File: config.mk
export PLATFORM = sky130hd
export DESIGN_NAME = prgrom_loader
export DESIGN_NICKNAME = d
export VERILOG_FILES = /design/src/rtl/prgrom_loader_pkg.sv /design/src/rtl/prgrom_loader_timeout.sv /design/src/rtl/prgrom_loader.sv
export SDC_FILE = /design/constraint.sdc
export NUM_CORES = 1
export LEC_CHECK = 0
export CAP_MARGIN = 20
export CORE_ASPECT_RATIO = 2
export CORE_MARGIN = 10
export CORE_UTILIZATION = 35
export CTS_CLUSTER_DIAMETER = 150
export DETAILED_ROUTE_END_ITERATION = 12
export GPL_ROUTABILITY_DRIVEN = 0
export GPL_TIMING_DRIVEN = 0
export SLEW_MARGIN = 20
export SYNTH_ARGS = -nofsm -noshare
export SYNTH_HDL_FRONTEND = slang
export SYNTH_HIERARCHICAL = 1
export SYNTH_SLANG_ARGS = --single-unit
File: constraint.sdc
create_clock -name clock -period 3.7 [get_ports clock]
set_input_delay 0.74 -clock clock [delete_from_list [all_inputs] [get_ports clock]]
set_output_delay 0.74 -clock clock [all_outputs]
set_load 0.005 [all_outputs]
File: src/rtl/prgrom_loader_pkg.sv
//------------------------------------------------------------------------------
// Module   : prgrom_loader_pkg
// Brief    : State encoding, byte-order constant and width helper for the loader
// Revision : 1.0 - initial release
//------------------------------------------------------------------------------
`default_nettype none

package prgrom_loader_pkg;

    localparam logic [2:0] ST_IDLE   = 3'd0;
    localparam logic [2:0] ST_LEN_LO = 3'd1;
    localparam logic [2:0] ST_LEN_HI = 3'd2;
    localparam logic [2:0] ST_DATA   = 3'd3;
    localparam logic [2:0] ST_DONE   = 3'd4;
    localparam logic [2:0] ST_ERR    = 3'd5;

    // Byte 0 of each instruction word lands in bits [7:0].
    localparam bit LITTLE_ENDIAN = 1'b1;

    function automatic int clog2(input int value);
        int width;
        width = 1;
        for (int i = 0; i < 31; i++) begin
            if (((value - 1) >> i) != 0) width = i + 1;
        end
        return width;
    endfunction

endpackage

`default_nettype wire

File: src/rtl/prgrom_loader_timeout.sv
//------------------------------------------------------------------------------
// Module   : loader_timeout
// Brief    : Clearable idle counter; expire fires on the edge it reaches TIMEOUT_CYCLES-1
// Revision : 1.0 - initial release
//------------------------------------------------------------------------------
`default_nettype none

module loader_timeout
    import prgrom_loader_pkg::*;
#(
    parameter int TIMEOUT_CYCLES = 1000000
) (
    input  logic clock,
    input  logic reset,
    input  logic enable,
    input  logic clear,
    output logic expire
);

    localparam int c_CNT_W = clog2(TIMEOUT_CYCLES);
    localparam logic [c_CNT_W-1:0] c_LAST = c_CNT_W'(TIMEOUT_CYCLES - 2);

    logic [c_CNT_W-1:0] r_count;

    always_ff @(posedge clock) begin
        if (!reset) begin
            r_count <= '0;
        end else if (clear || !enable) begin
            r_count <= '0;
        end else begin
            r_count <= r_count + c_CNT_W'(1);
        end
    end

    // Asserted in the cycle whose closing edge would bring the count to TIMEOUT_CYCLES-1.
    assign expire = enable && !clear && (r_count == c_LAST);

endmodule

`default_nettype wire

File: src/rtl/prgrom_loader.sv
//------------------------------------------------------------------------------
// Module   : prgrom_loader
// Brief    : Loads instruction memory from a UART byte stream while holding the CPU
// Revision : 1.0 - initial release
//------------------------------------------------------------------------------
`default_nettype none

module prgrom_loader
    import prgrom_loader_pkg::*;
#(
    parameter int ADDR_W         = 14,
    parameter int TIMEOUT_CYCLES = 1000000
) (
    input  logic              clock,
    input  logic              reset,
    input  logic              start,
    input  logic [7:0]        rx_data,
    input  logic              rx_valid,
    output logic              wr_en,
    output logic [ADDR_W-1:0] wr_addr,
    output logic [31:0]       wr_data,
    output logic              cpu_hold,
    output logic              busy,
    output logic              done,
    output logic              error,
    output logic [ADDR_W:0]   words_loaded
);

    localparam logic [16:0] c_CAPACITY = 17'(1) << ADDR_W;

    logic [2:0]        r_state;
    logic [15:0]       r_len;
    logic [1:0]        r_byte_idx;
    logic [31:0]       r_word;
    logic [ADDR_W:0]   r_words;
    logic              r_wr_en;
    logic [ADDR_W-1:0] r_wr_addr;
    logic [31:0]       r_wr_data;
    logic              r_cpu_hold;
    logic              r_done;
    logic              r_error;

    logic              w_busy;
    logic              w_accept;
    logic              w_expire;
    logic [1:0]        w_lane;
    logic [31:0]       w_word;
    logic [15:0]       w_len_full;
    logic [ADDR_W:0]   w_words_inc;

    assign w_busy      = (r_state == ST_LEN_LO) || (r_state == ST_LEN_HI) || (r_state == ST_DATA);
    assign w_accept    = w_busy && rx_valid;
    assign w_lane      = LITTLE_ENDIAN ? r_byte_idx : ~r_byte_idx;
    assign w_len_full  = {rx_data, r_len[7:0]};
    assign w_words_inc = r_words + (ADDR_W + 1)'(1);

    always_comb begin
        w_word = r_word;
        w_word[8*w_lane +: 8] = rx_data;
    end

    loader_timeout #(
        .TIMEOUT_CYCLES(TIMEOUT_CYCLES)
    ) u_timeout (
        .clock (clock),
        .reset (reset),
        .enable(w_busy),
        .clear (w_accept),
        .expire(w_expire)
    );

    always_ff @(posedge clock) begin
        if (!reset) begin
            r_state    <= ST_IDLE;
            r_len      <= '0;
            r_byte_idx <= '0;
            r_word     <= '0;
            r_words    <= '0;
            r_wr_en    <= 1'b0;
            r_wr_addr  <= '0;
            r_wr_data  <= '0;
            r_cpu_hold <= 1'b0;
            r_done     <= 1'b0;
            r_error    <= 1'b0;
        end else begin
            r_wr_en <= 1'b0;
            case (r_state)
                ST_IDLE, ST_DONE, ST_ERR: begin
                    // The CPU is released one edge after DONE, never from ERR.
                    if (r_state == ST_DONE) r_cpu_hold <= 1'b0;
                    if (start) begin
                        r_state    <= ST_LEN_LO;
                        r_cpu_hold <= 1'b1;
                        r_done     <= 1'b0;
                        r_error    <= 1'b0;
                        r_words    <= '0;
                        r_byte_idx <= '0;
                    end
                end
                ST_LEN_LO: begin
                    if (w_accept) begin
                        r_len[7:0] <= rx_data;
                        r_state    <= ST_LEN_HI;
                    end else if (w_expire) begin
                        r_state <= ST_ERR;
                        r_error <= 1'b1;
                    end
                end
                ST_LEN_HI: begin
                    if (w_accept) begin
                        r_len[15:8] <= rx_data;
                        if (w_len_full == 16'd0) begin
                            r_state <= ST_DONE;
                            r_done  <= 1'b1;
                        end else if ({1'b0, w_len_full} > c_CAPACITY) begin
                            r_state <= ST_ERR;
                            r_error <= 1'b1;
                        end else begin
                            r_state <= ST_DATA;
                        end
                    end else if (w_expire) begin
                        r_state <= ST_ERR;
                        r_error <= 1'b1;
                    end
                end
                ST_DATA: begin
                    if (w_accept) begin
                        r_word     <= w_word;
                        r_byte_idx <= r_byte_idx + 2'd1;
                        if (r_byte_idx == 2'd3) begin
                            r_wr_en   <= 1'b1;
                            r_wr_addr <= r_words[ADDR_W-1:0];
                            r_wr_data <= w_word;
                            r_words   <= w_words_inc;
                            if (17'(w_words_inc) == {1'b0, r_len}) begin
                                r_state <= ST_DONE;
                                r_done  <= 1'b1;
                            end
                        end
                    end else if (w_expire) begin
                        r_state    <= ST_ERR;
                        r_error    <= 1'b1;
                        r_byte_idx <= '0;
                    end
                end
                default: r_state <= ST_IDLE;
            endcase
        end
    end

    assign busy         = w_busy;
    assign wr_en        = r_wr_en;
    assign wr_addr      = r_wr_addr;
    assign wr_data      = r_wr_data;
    assign cpu_hold     = r_cpu_hold;
    assign done         = r_done;
    assign error        = r_error;
    assign words_loaded = r_words;

endmodule

`default_nettype wire

After elaboration in Yosys (flattened, before gate mapping). Cells that the tools add are included.

Flip-flop bits (word level): 138. Bits in latches: 0. Memory bits (writable): 0. Memory bits (read-only): 0. Input bits: 12. Output and inout bits: 66. Logic and storage cells: 104. Memories: 0.

Add/subtract/negate cells: 4. $mul: 0. Div/mod/pow operators: 0. $lt $le $gt $ge: 1. Equal/unequal tests: 20. Shift-type cells: 2. Mux-type cells: 35. Bitwise gates (word level): 1. Reductions and logical operators: 28.

Operators with widths (count): $mux 15 (3); $neg 5->34 (1); $shift 8x34->32 const A (1); $shiftx 8x34->32 (1); $bwmux 32 (1); $pmux 15 s2 (1); $mux 3 (9); $add 20x1->20 const B (1); $eq 20x20->1 const B (1); $eq 15x16->1 (1); $gt 16x15->1 const B (1); $logic_not 16->1 (1); $add 15x1->15 const B (1); $mux 1 (14); $ne 3x3->1 const B (4); $pmux 3 s4 (1); $reduce_and 3->1 (4); $ne 2x1->1 const B (5); $reduce_and 2->1 (4); $reduce_and 7->1 (1); $eq 3x2->1 const B (2); $eq 3x3->1 const B (2); $mux 2 (3); $pmux 1 s3 (2); 17 further kinds (26).

Depth between registers and ports, before layout. Gate-level depths: netlist (run 1).

Depth after elaboration: 10. Mapped depth: 13. Depth with buffers taken out: 12.

By module. Netlist (run 1), hierarchy kept.

By module, submodules not included: prgrom_loader (instances 1, cells an instance 654, area each 5706.7 um^2, sequential area each 2362.3 um^2); loader_timeout (instances 1, cells an instance 113, area each 968.4 um^2, sequential area each 400.4 um^2).

Least setup slack after synthesis (run 1). OpenSTA, ideal clock, no wires.

Kind: input -> register. From: in rx_data[0]. To: reg r_state[1]. Setup time: 0.131 ns. Arrival: 2.172 ns. Data required time: 3.569 ns. Slack: 1.397 ns. Cell stages on the path: 7. Buffers on the path: 1. Cell sequence: buf_2 -> nor4_1 -> nand4_1 -> mux2_1 -> and3_1 -> o311ai_0 -> o21ai_1.

Longest elaborated chain between the ends: 5. Elaborated cells between the ends (all ways): 6. Classes of those cells: order compare (1); mux (4); reduce/logical (1).

Ends and longest elaborated chain: start: declaration (RTL line prgrom_loader.sv:17) `input logic [7:0] rx_data,`; $gt 16x15->1 (RTL line prgrom_loader.sv:115) `end else if ({1'b0, w_len_full} > c_CAPACITY) begin`; $mux 3 (RTL line prgrom_loader.sv:115); $mux 3 (*) (RTL line prgrom_loader.sv:112) `if (w_len_full == 16'd0) begin`; $mux 3 (*) (RTL line prgrom_loader.sv:110) `if (w_accept) begin`; $pmux 3 s4 (*) (RTL line prgrom_loader.sv:87) `case (r_state)`; end signal: assignment (RTL line prgrom_loader.sv:113) `r_state <= ST_DONE;`; end signal: assignment (RTL line prgrom_loader.sv:116) `r_state <= ST_ERR;`; end signal: assignment (RTL line prgrom_loader.sv:119) `r_state <= ST_DATA;`; end: declaration (RTL line prgrom_loader.sv:31) `logic [2:0] r_state;`.

Every way passes the cells marked *; elsewhere a longest branch is shown, timed or not. A chain may end at the register's enable or synchronous reset.

Final worst setup path (run 1).
From: reg r_state[1]. To: out busy.

Longest elaborated chain between the ends: 3. Elaborated cells between the ends (all ways): 5. Classes of those cells: eq/ne (3); reduce/logical (2).

Ends and longest elaborated chain: start signal: assignment (RTL line prgrom_loader.sv:74) `r_state <= ST_IDLE;`; start signal: assignment (RTL line prgrom_loader.sv:92) `r_state <= ST_LEN_LO;`; start signal: assignment (RTL line prgrom_loader.sv:103) `r_state <= ST_LEN_HI;`; $eq 3x1->1 or $eq 3x2->1 (tied branches) (RTL line prgrom_loader.sv:51) `assign w_busy = (r_state == ST_LEN_LO) || (r_state == ST_LEN_HI) || (r_state == ST_DATA);`; $logic_or 1x1->1 (RTL line prgrom_loader.sv:51); $logic_or 1x1->1 (*) (RTL line prgrom_loader.sv:51); end: declaration (RTL line prgrom_loader.sv:23) `output logic busy,`.

Marked as above.

==> impl_results.md, run 1 <==
- Outcome: complete, no violations
- Port Buf Inserts: 75
- Relative slew slack: 44.7%
- Share of layout cells above drive strength 1: 8.12%
- Synthesized area per cell: 8.70 um2
- Post-synth top cells: 138 x dfxtp_1, 86 x nand2_1, 62 x nor2_1, 46 x nor2b_1, 40 x clkbuf_1
- Layout net count: 882
- Data required, critical path: 2.96 ns
- I/O pins: 78
- Fin worst setup slack: 0.732 ns
- Die Area: 0.0253 mm2
- Clk pin slew, worst setup/hold paths: 0.06 ns
- Routed vias: 6,095
- Final setup violating endpoints: 0
- DP HPWL: 15.9 mm
- Final Hold Viols: 0
- Die W: 118 um
- PD cells: 417 mW/mm2
- H-tree levels: 4
- Worst clock skew: 0.00845 ns
- Least-Margin Pin Slew: 0.828 ns
- Async S/R FF share, synth: 0%
- LEAKAGE: 2.84 nW
- Initial Util: 35.4%
- # clock sinks: 138
- DP Area: 0.00774 mm2
- Height of the die: 215 um
- Num CTS Buffers: 17
- Hold Crit Class: reg -> reg
- Max IR drop VDD: 226 uV
- DR WL/cell: 18.7 um
- Cell area after layout: 0.00832 mm2
- #FFs+latches synth: 138
- Synth unique cells: 68
- Fin crit period: 2.97 ns
- Post-CTS setup repair buffer count: 0
- Cells after Synth: 767
- Cts hold-fix bufs: 0
- Final hold slack: 0.460 ns
- Antenna violations before repair: 0
- Multi-input logic area: 0.00360 mm2
- Startpoint types: flop
- Leading area contributor after synthesis: dfxtp_1
- DRT iter0 DRCs: 371
- Worst-skew pair later-pin latency: 0.43 ns
- Count leader, synth: dfxtp_1
- Final ANT Viol Nets: 0
- Drt pass-1 iters: 5
- Fmax: 337 MHz
- Synth Net Count: 788
- Vias per cell: 5.40
- Max-Cap Viols: 0
- First-pass GRT wire length: 33.3 mm
- Synth warnings: 6
- Register Area: 0.00276 mm2
- Largest cells by area after synthesis: dfxtp_1 41%, nand2_1 4.8%, nor2b_1 4.3%, a22oi_1 3.9%, a221oi_1 3.8%
- Register area share after synthesis: 41.4%
- Root buffer cell: clkbuf_16
- CP Max Fanout: 10
- Total track usage: 16.5%
- Final Max Slew Viols: 0
- DP Worst Slack: 0.502 ns
- Final Non-Filler Cells: 1,129
- Antenna cell count: 0
- Critical Path Sink Type: output pin
- Largest net degree at the start of global routing: 17
- CTS tree: yes
- Core area: 0.0188 mm2
- Residual DRC: 0
- Total Wirelength: 21.1 mm
- Crit path kind: reg -> out
- Area Growth Syn to Fin: 24.6%
- Setup TNS: 0 ns
- Fillers: 1,940
- Mapped cell area: 0.00668 mm2
- Final Cycle Share: 80.2%
- CTS Buffer Depth: 2
- Yosys top cell area share: 41.4%
- Post_cts resized: 0
- Grt ovf: 0
- Post-synth EDFFs: 0
- Row count: 71
- RSZ-0062 raised after global routing: no
- Crit path arrival time: 2.23 ns
- Vias in the first global route: 6,045
- Primary FF master, synth: dfxtp_1
- Dpl cells: 1,097
## power breakdown
group / switching (mW) / total (mW) / internal (mW)
Combinational: 0.177 / 0.281 / 0.104
Sequential: 0.0198 / 1.53 / 1.51
Clock: 0.722 / 1.66 / 0.936
## per-layer routing
metal / global-route usage [%] / routed length [um] / vias up
met3: 3.18 / 845 / 47
met4: 10.7 / 1070 / 0
met1: 15.7 / 7620 / 2904
met5: 0 / 0 / -
met2: 31.1 / 11600 / 172
li1: - / - / 2972
## registers in the layout, indices dropped and copies added (netlist names), 2 cells and up
register	cells
wr_addr	14
r_state	3
wr_data	32
u_timeout/r_count	20
words_loaded	15
r_byte_idx	2
r_len	16
r_word	32
## cells by family after synthesis
family                     count (synthesis)  share of synthesized area, %
and+or+nand+nor                          336                          28.4
AOI/OAI and AO/OA                        177                          19.3
DFF                                      138                          41.4
buffers and inverters                     74                          4.72
xor gates and xnor gates                  22                          2.89
muxes                                     11                          1.67
adders and majority gates                  9                          1.69
## cell usage in the layout (no fill, tap or decap), types with 4 or more instances in the layout
cell	count
xnor2_1	13
ha_1	9
nand3b_1	4
nand4_1	9
nor3b_1	31
or4_1	5
a21oi_1	27
clkbuf_16	17
xor2_1	9
clkbuf_1	40
buf_2	12
o211ai_1	4
dfxtp_1	138
nor3_1	9
nand4_2	5
o211a_1	8
nand3_1	17
clkdlybuf4s50_1	75
inv_1	11
a21boi_0	26
or3_1	6
a221oi_1	29
nand2b_1	4
inv_6	5
nand2_1	86
and2_1	7
buf_4	4
and4_4	4
nor2_1	62
a22oi_1	35
nor2b_1	46
o21ai_0	20
o31ai_1	8
and3_1	4
nor4_1	11
mux2i_1	10
## final timing paths
path / startpoint / to / slack (ns) / cells after the start
min: wr_addr[11]$_SDFFE_PN0P_ / wr_addr[11]$_SDFFE_PN0P_ / 0.46 / 2
max reg2reg: words_loaded[1]$_SDFFE_PN0P_ / r_state[1]$_SDFFE_PN0P_ / 0.87 / 7
max: r_state[1]$_SDFFE_PN0P_ / busy / 0.73 / 4
min reg2reg: wr_addr[11]$_SDFFE_PN0P_ / wr_addr[11]$_SDFFE_PN0P_ / 0.46 / 2
## metrics by stage
stage	utilization, %	power, mW
6_report	44.2	3.47
5_1_grt	44.2	3.59
4_1_cts	44.1	3.50
3_5_place_dp	41.1	1.84
3_3_place_gp	41.1	1.84
2_1_floorplan	-	1.73
## critical path: stages (launching register included)
cell,delay [ns]
dfxtp_1,0.30
buf_2,0.21
inv_1,0.18
a21oi_1,0.50
clkdlybuf4s50_1,0.61
## cell type report
cell class	instances	area share, %
plain buffers	59	3.11
well taps	255	3.84
clock buffers	17	5.12
repair buffers	75	9.03
clock inverters	15	1.69
inverters	15	0.677
flip-flops and latches	138	33.2
multi-input cells	555	43.3
(Power assumes the default switching activity.)
==> run 2, diff against run 1 <==
==> constraint.sdc (replaced) <==
create_clock -name clock -period 2.8 [get_ports clock]
set_input_delay 0.56 -clock clock [delete_from_list [all_inputs] [get_ports clock]]
set_output_delay 0.56 -clock clock [all_outputs]
set_load 0.005 [all_outputs]
==> run 2 against run 1 <==
Against the previous run: clock power increased by 32%; clock skew increased by 0.00067 ns; critical endpoint is now r_state[1]$_SDFFE_PN0P_; routed wire length increased by 0.30%; total power increased by 32%; critical path depth increased by 3.
==> impl_results.md, run 2 (same netlist as run 1, synthesis figures left out) <==
- Outcome: complete, no violations
- Critical path depth: 7 (+3)
- Reg2reg end: r_state[1]$_SDFFE_PN0P_
- Final ANT Viol Nets: 0 (unchanged)
- LEAKAGE: 2.85 nW (about the same)
- RSZ-0062 raised after global routing: no
- First-pass GRT wire length: 33.3 mm (+0.10%)
- Final Non-Filler Cells: 1,129 (unchanged)
- CP max stage cell: dfxtp_1
- CP Max Fanout: 8 (-2)
- Vias per cell: 5.39 (-0.21%)
- Fmax: 357 MHz
- Int Pwr: 3.37 mW (+32%)
- Drt pass-1 iters: 5 (unchanged)
- Most frequent cells in the layout: 138 x dfxtp_1, 86 x nand2_1, 75 x clkdlybuf4s50_1, 62 x nor2_1, 46 x nor2b_1
- Worst Reg2Reg Path Length in Cells: 7 (unchanged)
- Height of the die: 215 um (unchanged)
- Tot Pwr: 4.59 mW (+32%)
- I/O pins: 78 (unchanged)
- WP buf/inv: 0 (-3)
- Slowest stage delay, CP: 0.55 ns (-0.06 ns)
- DRT iter0 DRCs: 307 (-17%)
- CTS Buffer Depth: 2 (unchanged)
- Layout net count: 882 (unchanged)
- Reg2Reg Launch Point: words_loaded[1]$_SDFFE_PN0P_
- Layout Utilization: 44.3% (+0.12 points)
- Critical path endpoint: r_state[1]$_SDFFE_PN0P_
- Final Cycle Share: 99.9%
- Crit path arrival time: 3.09 ns (+0.86 ns)
- CTS tree: yes
- Cts hold-fix bufs: 0 (unchanged)
- Share of power burned in registers: 44.0% (about the same)
- Port Buf Inserts: 75 (unchanged)
- Dpl cells: 1,097 (unchanged)
- Fin worst setup slack: 0.00185 ns (-0.730 ns)
- Ordered list of cells on the worst path: ha_1 > nand3_1 > nor3_1 > o211ai_1 > a21oi_2 > and4_1 > o21ai_1
- Num CTS Buffers: 17 (unchanged)
- Core area: 0.0188 mm2 (unchanged)
- Initial Util: 35.4% (unchanged)
- Grt ovf: 0 (unchanged)
- Final Hold Viols: 0 (unchanged)
- Share of layout cells above drive strength 1: 8.47% (+0.34 points)
- DP Area: 0.00774 mm2 (unchanged)
- Data required, critical path: 3.09 ns (+0.13 ns)
- Startpoint types: flop
- Row count: 71 (unchanged)
- Final Max Slew Viols: 0 (unchanged)
- Launch point of the worst path: words_loaded[1]$_SDFFE_PN0P_
- Max IR drop VDD: 299 uV (+32%)
- Fin crit period: 2.80 ns
- Antenna violations before repair: 0 (unchanged)
- Total track usage: 16.5% (+0.022 points)
- DR WL/cell: 18.8 um (+0.30%)
- Hold Crit Class: reg -> reg
- R2R Setup Slk: 0.002 ns (-0.87 ns)
- Clk pin slew, worst setup/hold paths: 0.07 ns (about the same)
- Relative slew slack: 52.7% (+8.0 points)
- Die W: 118 um (unchanged)
- PD cells: 550 mW/mm2 (+32%)
- Total Wirelength: 21.2 mm (+0.30%)
- Worst clock skew: 0.00911 ns (+0.000669 ns)
- Crit path kind: reg -> reg
- Residual DRC: 0 (unchanged)
- Critical Path Sink Type: flop
- # clock sinks: 138 (unchanged)
- CP delay by family, top: simple AND/OR/NAND/NOR gates
- Commonest non-fill, non-tap cell in the layout: dfxtp_1
- DP HPWL: 15.9 mm (unchanged)
- Sw power: 1.22 mW (+33%)
- Least-Margin Pin Slew: 0.706 ns (-0.122 ns)
- Largest net degree at the start of global routing: 17 (unchanged)
- Clock power share: 47.8% (about the same)
- Area Growth Syn to Fin: 24.9%
- Routed vias: 6,082 (-0.21%)
- Cell area after layout: 0.00834 mm2 (+0.27%)
- Switching Fraction: 26.6% (+0.053 points)
- DP Worst Slack: -0.218 ns (-0.720 ns)
- Die Area: 0.0253 mm2 (unchanged)
- Final setup violating endpoints: 0 (unchanged)
- Max-Cap Viols: 0 (unchanged)
- Root buffer cell: clkbuf_16
- Comb power frac: 8.2% (about the same)
- Worst-skew pair later-pin latency: 0.43 ns (about the same)
- Antenna cell count: 0 (unchanged)
- Vias in the first global route: 6,051 (+0.099%)
- H-tree levels: 4 (unchanged)
[run 2: stage by stage]
| stage | hold slack (ns) | TNS [ns] |
|---|---|---|
| 2_1_floorplan | 0.437 | 0 |
| 3_3_place_gp | 0.450 | -3.37 |
| 3_5_place_dp | 0.457 | -3.77 |
| 4_1_cts | 0.467 | 0 |
| 5_1_grt | 0.483 | 0 |
| 6_report | 0.460 | 0 |
[run 2: worst reg2reg max path, stage by stage, from the launching register on]
cell      delay [ns]
dfxtp_1         0.55
ha_1            0.40
nand3_1         0.31
nor3_1          0.40
o211ai_1        0.20
a21oi_2         0.30
and4_1          0.38
o21ai_1         0.12
[run 2: metal layers]
layer	global-route usage [%]	part of all wire, %
met4	10.7	5.2
met1	15.8	36
met3	3.18	4.1
met2	31.1	55
met5	0	0
[run 2: worst min path at each step]
stage | from | slack [ns] | depth (start not counted) | endpoint
detailed placement | wr_addr[9]$_SDFFE_PN0P_ | 0.46 | 2 | wr_addr[9]$_SDFFE_PN0P_
finish | wr_addr[11]$_SDFFE_PN0P_ | 0.46 | 2 | wr_addr[11]$_SDFFE_PN0P_
global route | wr_addr[1]$_SDFFE_PN0P_ | 0.48 | 2 | wr_addr[1]$_SDFFE_PN0P_
global placement | wr_addr[4]$_SDFFE_PN0P_ | 0.45 | 2 | wr_addr[4]$_SDFFE_PN0P_
CTS | wr_addr[9]$_SDFFE_PN0P_ | 0.47 | 2 | wr_addr[9]$_SDFFE_PN0P_
floorplan | u_timeout/r_count[0]$_SDFF_PP0_ | 0.44 | 1 | u_timeout/r_count[0]$_SDFF_PP0_
[run 2: power by group through the flow]
stage	logic (mW)	registers [mW]	clock network [mW]
5_1_grt	0.406	2.02	2.32
4_1_cts	0.372	2.02	2.24
3_3_place_gp	0.366	2.06	0
3_5_place_dp	0.368	2.06	0
2_1_floorplan	0.238	2.05	0
6_report	0.377	2.02	2.19
[run 2: layout make-up]
cell class / instances / area [um2]
Timing Repair Buffer: 75 / 751
Clock buffer: 17 / 425
Tap cell: 255 / 319
Fill cell: 1938 / 10500
Buffer: 59 / 259
Inverter: 15 / 56.3
Clock inverter: 15 / 140
Sequential cell: 138 / 2760
Multi-Input combinational cell: 555 / 3620
[run 2: what timing repair did]
item,in CTS,in global routing
endpoints found under the setup margin,1,12
buffers inserted,0,0
gates resized for setup,1,3
gates cloned,0,0
==> variant: new RTL, flow settings as in run 2 <==
`TIMEOUT_CYCLES` is set to 1000000 in 2 places; all go to 4000000.
--- a/src/rtl/prgrom_loader_timeout.sv
+++ b/src/rtl/prgrom_loader_timeout.sv
@@ -9,5 +9,5 @@
     import prgrom_loader_pkg::*;
 #(
-    parameter int TIMEOUT_CYCLES = 1000000
+    parameter int TIMEOUT_CYCLES = 4000000
 ) (
     input  logic clock,
--- a/src/rtl/prgrom_loader.sv
+++ b/src/rtl/prgrom_loader.sv
@@ -10,5 +10,5 @@
 #(
     parameter int ADDR_W         = 14,
-    parameter int TIMEOUT_CYCLES = 1000000
+    parameter int TIMEOUT_CYCLES = 4000000
 ) (
     input  logic              clock,
Check against the original RTL: no difference found for any inputs over 4 cycles, from zero or initial values and one cycle with reset low; that may be too few to reach the edited logic, so the function may still have changed.
==> variant against run 2 <==
  * Area after synthesis is 1.1% higher
  * Global-route usage shrank 0.48 points
  * Clock power increased by 4%
  * Total power grew 2.3%
  * Core utilization grew 0.30 points
  * Routed wire length decreased by 2.1%
  * Sequential cell count increased by 2
  * Final area grew 1.2%
  * First-iteration DRC count decreased by 12%
  * Clock skew decreased by 0.00093 ns
  * Worst setup slack better by 0.20 ns
  * Critical path type unchanged
==> variant: results (changes against run 2) <==
- The post-synthesis async set-or-reset flop share came to 0% (unchanged).
- The diode insertion count for antenna repair is 0 (unchanged).
- The number of search-and-repair iterations in the first detailed-routing pass is 4 (was 5).
- The final net count is 890 (was 882).
- The global-route track usage on met3 is 3.75% (was 3.18%).
- The worst-case clock skew came to 0.00818 ns (was 0.00911 ns).
- The total of buffers placed on input and output ports was 75 (unchanged).
- The number of violations reported at the end of detailed-routing iteration 0 came to 269 (was 307).
- The number of buffers created by CTS is 17 (unchanged).
- The master cell of the clock root buffer is clkbuf_16 (unchanged).
- On the worst path, the slowest cell contributes a delay of 0.56 ns.
- The number of buffers inserted by post-CTS setup repair is 0 (unchanged).
- The worst-case setup slack after placement is -0.114 ns (was -0.218 ns).
- The gate family responsible for the most delay along the worst path is simple AND/OR/NAND/NOR gates (unchanged).
- The highest metal layer used by the detailed router is met4 (unchanged).
- The clock latency at the later pin of the worst-skew pair is 0.43 ns (about the same).
- The HPWL after detailed placement came to 15600 um (was 15900 um).
- The deepest level of the CTS H-tree is 4 (unchanged).
- The routed length on met3 is 808 um (was 862 um).
- The synthesized net count came to 796 (was 788).
- The worst supply voltage drop on vdd is 0.400 mV (was 0.299 mV).
- The number of instances on the worst hold path is 2 (unchanged).
- The fraction of the yosys area taken by sequential cells came to 41.5% (was 41.4%).
- The number of distinct library cell variants in the gate-level netlist after synthesis came to 71 (was 68).
- The quantity of gates resized following cts is 1 (unchanged).
- The number of global-route vias before repair is 6111 (was 6051).
- The average via count per standard cell is 5.38 (was 5.39).
- The filler-free cell count of the finished design came to 1136 (was 1129).
- The maximum fanout along the worst path was 8 (unchanged).
- Leading post-synthesis cells by instance count: dfxtp_1, nand2_1, nor2_1, nor2b_1, clkbuf_1 (unchanged).
- The maximum number of pins on one net before global-route repair is 17 (unchanged).
- The cell depth of the worst flop-to-flop path is 7 (unchanged).
- The global-route total usage across every layer is 16.0% (was 16.5%).
- The class of the tightest hold or removal check is register to register (unchanged).
- The cell with the largest stage delay on the worst path is or4_1 (was dfxtp_1).
- The detailed-route wire length on metal 1 is 7600 um (was 7580 um).
- The fraction of met2 tracks used by global routing is 30.6% (was 31.1%).
- The data arrival time at the worst-slack endpoint is 2.90 ns (was 3.09 ns).
- The maximum buffer depth of the clock tree is 2 (unchanged).
- The initial antenna violation count was 0 (unchanged).
- The final wirelength was 20700 um (was 21200 um).
- The number of warnings reported in the yosys synthesis log came to 6 (unchanged).
- Result of the run: complete, no violations (unchanged).
- The met1 routing resource usage after global routing was 15.0% (was 15.8%).
- The wire length of the first global-routing pass is 32500 um (was 33300 um).
- The static leakage power is 2.89 nW (was 2.85 nW).
- The mean cell area of the mapped netlist came to 8.71 um^2 (was 8.70 um^2).
- The number of filler instances in the final layout is 1896 (was 1938).
- The fraction of final layout cells with drive strength greater than 1 is 8.17% (was 8.47%).
- The transition at the pin with the smallest max-transition slack was 0.881 ns (was 0.706 ns).
- Clock-pin slew was measured on the worst setup and hold paths at 0.06 ns.
- Largest cells by area after synthesis: dfxtp_1, nand2_1, nor2b_1 (unchanged).
- The wire length on met2 was 11500 um (was 11600 um).
==> variant: kinds of logic after synthesis <==
logic type                 synth area share [%]
DFF                                        41.5
buffers and inverters                      4.69
and+or+nand+nor                            28.4
muxes                                      1.65
adders and majority gates                  1.67
AOI/OAI and AO/OA                          19.1
xor gates and xnor gates                   2.98
==> variant: area by class of cell <==
| cell class | count | area share, % |
|---|---|---|
| buffer | 60 | 3.09 |
| timing repair buffer | 75 | 8.90 |
| multi-input combinational | 560 | 43.2 |
| clock inverter | 6 | 0.979 |
| inverter | 15 | 0.668 |
| tap | 255 | 3.78 |
| sequential | 140 | 33.2 |
| clock buffer | 25 | 6.11 |
==> variant: metrics by stage <==
| step | setup TNS, ns | instance area, um^2 | hold WS, ns |
|---|---|---|---|
| final | 0 | 8430 | 0.461 |
| after global routing | 0 | 8430 | 0.489 |
| after CTS | 0 | 8420 | 0.466 |
| after detailed placement | -1.07 | 7820 | 0.458 |
| after global placement | -1.46 | 7820 | 0.451 |
| after floorplan | 0 | 6750 | 0.444 |
==> variant: worst register-to-register path: cells and delay by family, from the launching register on <==
family          cells  cell delay, ns
simple gates        3            1.17
flops               1            0.51
compound gates      3            0.42
fa+ha+maj           1            0.37
==> variant: path summary, 6_finish.rpt <==
kind              startpoint          to  slack, ns
max          words_loaded[1]  r_state[0]       0.20
min               wr_addr[8]  wr_addr[8]       0.46
max reg2reg  words_loaded[1]  r_state[0]       0.20
min reg2reg       wr_addr[8]  wr_addr[8]       0.46
==> variant: where the power goes <==
| group | switching [W] | internal (W) | total (W) |
|---|---|---|---|
| registers | 0.0000257 | 0.00202 | 0.00205 |
| logic | 0.000236 | 0.000138 | 0.000374 |
| clock network | 0.000830 | 0.00144 | 0.00227 |
